## src/rtl/fp_seq_pkg.sv

```systemverilog
// Shared types and constants for the floating-point add stage sequencer.
package fp_seq_pkg;

    localparam int unsigned NUM_STAGES = 4;
    localparam int unsigned DWELL_W    = 16;

    typedef enum logic [2:0] {
        ST_IDLE = 3'd0,
        ST_S1   = 3'd1,
        ST_S2   = 3'd2,
        ST_S3   = 3'd3,
        ST_S4   = 3'd4,
        ST_DONE = 3'd5
    } seq_state_t;

    function automatic logic is_stage(input seq_state_t s);
        return (s == ST_S1) || (s == ST_S2) || (s == ST_S3) || (s == ST_S4);
    endfunction

    function automatic logic [NUM_STAGES-1:0] stage_onehot(input seq_state_t s);
        case (s)
            ST_S1:   return 4'b0001;
            ST_S2:   return 4'b0010;
            ST_S3:   return 4'b0100;
            ST_S4:   return 4'b1000;
            default: return 4'b0000;
        endcase
    endfunction

endpackage

```

## src/rtl/rise_detect.sv

```systemverilog
// Rising-edge detector: pulse is high in the cycle where in=1 and the previous sample was 0.
module rise_detect (
    input  logic clk,
    input  logic reset,
    input  logic in,
    output logic pulse
);

    logic in_q;

    always_ff @(posedge clk or posedge reset) begin
        if (reset) begin
            in_q <= 1'b0;
        end else begin
            in_q <= in;
        end
    end

    assign pulse = in & ~in_q;

endmodule

```

## src/rtl/fp_add_sequencer.sv

```systemverilog
// Four-stage FP adder sequencer with manual stepping and optional auto dwell stepping.
// Define FP_ADD_SEQ_AUTO_EN to build auto mode and the dwell counter.
module fp_add_sequencer
    import fp_seq_pkg::*;
#(
    parameter int unsigned STEP_CYCLES = 4
) (
    input  logic                  clk,
    input  logic                  reset,
    input  logic                  start,
    input  logic                  manual,
    input  logic                  step,
    input  logic                  ack,
    input  logic                  overflow_in,
    output logic [NUM_STAGES-1:0] stage_en,
    output logic [NUM_STAGES-1:0] stage_led,
    output logic                  busy,
    output logic                  done,
    output logic                  result_valid,
    output logic                  ovf_flag,
    output logic                  disp_exp
);

    seq_state_t state;
    seq_state_t state_nx;
    logic       step_pulse;
    logic       advance;
    logic       stage_entry;

    rise_detect u_step_edge (
        .clk   (clk),
        .reset (reset),
        .in    (step),
        .pulse (step_pulse)
    );

    assign stage_entry = is_stage(state_nx) && (state_nx != state);

`ifdef FP_ADD_SEQ_AUTO_EN
    logic [DWELL_W-1:0] dwell;

    // Held at zero in manual mode so a switch back to auto restarts the count.
    always_ff @(posedge clk or posedge reset) begin
        if (reset) begin
            dwell <= '0;
        end else if (stage_entry || manual || !is_stage(state_nx)) begin
            dwell <= '0;
        end else begin
            dwell <= dwell + DWELL_W'(1);
        end
    end

    assign advance = manual ? step_pulse : (dwell == DWELL_W'(STEP_CYCLES - 1));
`else
    logic unused_cfg;

    assign unused_cfg = manual | (STEP_CYCLES == 0);
    assign advance    = step_pulse;
`endif

    always_ff @(posedge clk or posedge reset) begin
        if (reset) begin
            state <= ST_IDLE;
        end else begin
            state <= state_nx;
        end
    end

    always_comb begin
        state_nx = state;
        case (state)
            ST_IDLE: if (start)   state_nx = ST_S1;
            ST_S1:   if (advance) state_nx = ST_S2;
            ST_S2:   if (advance) state_nx = ST_S3;
            ST_S3:   if (advance) state_nx = ST_S4;
            ST_S4:   if (advance) state_nx = ST_DONE;
            ST_DONE: begin
                if (start) begin
                    state_nx = ST_S1;
                end else if (ack) begin
                    state_nx = ST_IDLE;
                end
            end
            default: state_nx = ST_IDLE;
        endcase
    end

    // Outputs are decoded from the next state so they line up with the state register.
    always_ff @(posedge clk or posedge reset) begin
        if (reset) begin
            stage_en     <= '0;
            stage_led    <= '0;
            busy         <= 1'b0;
            done         <= 1'b0;
            result_valid <= 1'b0;
            ovf_flag     <= 1'b0;
            disp_exp     <= 1'b0;
        end else begin
            stage_en     <= stage_entry ? stage_onehot(state_nx) : '0;
            stage_led    <= stage_onehot(state_nx);
            busy         <= is_stage(state_nx);
            done         <= (state_nx == ST_DONE) && (state != ST_DONE);
            result_valid <= (state_nx == ST_DONE);
            disp_exp     <= (state_nx == ST_S3);
            if ((state == ST_S4) && (state_nx == ST_DONE)) begin
                ovf_flag <= overflow_in;
            end else if ((state_nx == ST_S1) && (state != ST_S1)) begin
                ovf_flag <= 1'b0;
            end
        end
    end

endmodule

```

## config.mk

```make
export PLATFORM = sky130hd
export DESIGN_NAME = fp_add_sequencer
export DESIGN_NICKNAME = d
export VERILOG_FILES = /design/src/rtl/fp_seq_pkg.sv /design/src/rtl/rise_detect.sv /design/src/rtl/fp_add_sequencer.sv
export SDC_FILE = /design/constraint.sdc
export NUM_CORES = 1
export LEC_CHECK = 0
export ABC_AREA = 0
export CAP_MARGIN = 20
export CORE_UTILIZATION = 31
export CTS_BUF_LIST = sky130_fd_sc_hd__clkbuf_8
export CTS_CLUSTER_SIZE = 20
export DETAILED_ROUTE_END_ITERATION = 16
export PLACE_DENSITY = 0.58
export SLEW_MARGIN = 20
export SYNTH_ARGS = -nofsm -noshare
export SYNTH_HDL_FRONTEND = slang
export SYNTH_HIERARCHICAL = 1
export SYNTH_SLANG_ARGS = --single-unit
```

## constraint.sdc

```tcl
create_clock -name clk -period 4.68 [get_ports clk]
set_input_delay 0.936 -clock clk [delete_from_list [all_inputs] [get_ports clk]]
set_output_delay 0.936 -clock clk [all_outputs]
set_load 0.02 [all_outputs]
```

==> flow_metrics.tcl <==
set metrics [dict create \
    post_cts_resized 0 \
    synth-seq-cells 17 \
    num_antenna_cells 0 \
    crit_fanout 8 \
    dp_hpwl_um 917.9 \
    grt_overflow 0 \
    hold_class "register to register" \
    start_util 0.3324 \
    p_leak_nw 0.4421 \
    grt_usage 0.1202 \
    dr.pass1.iters 3 \
    crit_type "input port to register" \
    grt_pass1_wl_um 2228 \
    start_kind "input port" \
    ys_warn_count 6 \
    syn_nets 67 \
    die_w_um 51.17 \
    placed_cell_area_um2 929.6 \
    tightest_slew_ps 589.6 \
    outcome "complete, no violations" \
    postSynthAreaPerCell_um2 12.49 \
    synth.yosys.seq_area_share 0.5676 \
    design_area_um2 974.7 \
    postCtsHoldBufs 0 \
    io-pin-count 20 \
    coreArea_um2 2255 \
    power_frac_clock 0.189 \
    routedWlPerCell_um 12.26 \
    async_reset_ff_frac 1.000 \
    cts_tree "built" \
    power_switching_uw 197.5 \
    period_needed_ps 2410 \
    cp-endpoint "busy" \
    clock_path_buffers 2 \
    cts.sinks 17 \
    gp_congestion 0.7031 \
    combPwrFrac 0.396 \
    wl_um 1300 \
    reg_top3 "stage_en: 4 flops, stage_led: 4 flops, state: 3 flops" \
    max_slew_margin 0.6065 \
    dieArea_um2 2618 \
    syn_inst 60 \
    cts.clk_slew.worst_paths_ps 60 \
    mostFrequentLayoutCells "18 x clkdlybuf4s50_1, 17 x dfrtp_1, 4 x nor3b_1, 4 x inv_1" \
    route.vias.total 487 \
    internal-power_uw 356.7 \
    htree_levels 1 \
    synthesis.area_um2 749.5 \
    cts-buffers-inserted 3 \
    drc_errors 0 \
    total_power_uw 554.1 \
    portBuffers 18 \
    tns_ps 0 \
    synth_cell_type_count 31 \
    reg2regPathDepth 5 \
    setup_violations 0 \
    num_rows 17 \
    power_switching_share 0.3563 \
    drive_gt1_frac 0.1538 \
    antenna_found_initial 0 \
    die_h_um 51.17 \
    layout_commonest_cell "clkdlybuf4s50_1" \
    nNetsFinal 86 \
    clk_latency_ps 250 \
    p_per_area_nw_per_um2 568.5 \
    cts_root_buf "clkbuf_8" \
    timing.rr.start "u_step_edge/in_q" \
    setup.worst_path.start "step" \
    peakVddDrop_mv 0.1975 \
    synth_edf_count 0 \
    drv_slew 0 \
    cp.arrival_ps 2550 \
    crit_path_end_kind "register" \
    rsz0062_at_grt "false" \
    ys.flop_type "dfrtp_1" \
    rrSetupSlack_ps 3080 \
    drt_iter0_drc 2 \
    grt_max_degree 17 \
    via_per_inst 4.594 \
    min_period_over_period 0.5149 \
    crit_required_ps 4820 \
    grt_pass1_vias 510 \
    ant_nets 0 \
    p_seq_frac 0.416 \
    final-hold-violation-count 0 \
    postCtsSetupBuffers 0 \
    reg2reg_to "busy" \
    final.setup_skew_ps 0.9838 \
    syn_to_final_growth_pct 30.05 \
    clock.fmax_mhz 415.0 \
    cap_violations 0 \
]
-- cells by family after synthesis --
group	Yosys count	share of synthesized area
compound gates	11	0.1302
buf+inv	8	0.06677
xor+xnor	2	0.02338
simple gates	22	0.2120
flops	17	0.5676
-- stage by stage --
stage          utilization  std cells  worst slack, ps  hold slack (ps)
6_report            0.4323        106             2270            538.6
5_1_grt             0.4323        106             2186            575.5
4_1_cts             0.4323        106             2271            556.0
3_5_place_dp        0.4123        102             2015            546.5
3_3_place_gp        0.4123        102             2034            522.2
2_1_floorplan            -         60             2622            537.4
-- Yosys cell counts, types with 2 or more instances --
master	n	share of area
nor2_1	3	0.015
dfrtp_1	17	0.57
o21ai_1	2	0.013
nand2_1	2	0.010
nor3b_1	4	0.040
buf_6	2	0.030
inv_1	3	0.015
nor2b_1	2	0.017
and3b_1	3	0.035
-- cell type report --
class / instances / area, um^2
clock buffers: 3 / 41.29
clock inverters: 1 / 3.754
fillers: 228 / 1280
inverters: 4 / 15.01
multi-input cells: 35 / 274.0
flip-flops and latches: 17 / 425.4
well taps: 28 / 35.03
repair buffers: 18 / 180.2
-- worst max-delay path: stages --
cell and delay, ps:
clkdlybuf4s50_1 480, nor2b_4 250, nor2b_1 230, o21ai_1 160
a211o_1 330, a21o_1 170
-- worst min path at each step --
| stage | from | to | slack (ps) | depth (start not counted) |
|---|---|---|---|---|
| 2_1_floorplan | state[2] | stage_led[2] | 540 | 2 |
| 5_1_grt | ovf_flag | ovf_flag | 580 | 2 |
| 6_report | ovf_flag | ovf_flag | 540 | 2 |
| 4_1_cts | ovf_flag | ovf_flag | 560 | 2 |
| 3_5_place_dp | ovf_flag | ovf_flag | 550 | 2 |
| 3_3_place_gp | ovf_flag | ovf_flag | 520 | 2 |
-- routing by layer --
metal  GRT usage  vias to the layer above  part of all wire
met4     0.08333                        0             0.012
li1            -                      236                 -
met3     0.02083                        2             0.043
met2      0.2105                       12              0.52
met5           0                        -                 0
met1      0.1299                      237              0.42
-- power by group through the flow --
stage | Clock, mW | Combinational, mW | Sequential, mW
floorplan | 0 | 0.137 | 0.245
global placement | 0 | 0.219 | 0.230
detailed placement | 0 | 0.222 | 0.233
CTS | 0.110 | 0.223 | 0.231
global route | 0.114 | 0.239 | 0.235
finish | 0.104 | 0.219 | 0.230
No activity file was read; power rests on OpenSTA's default activity.
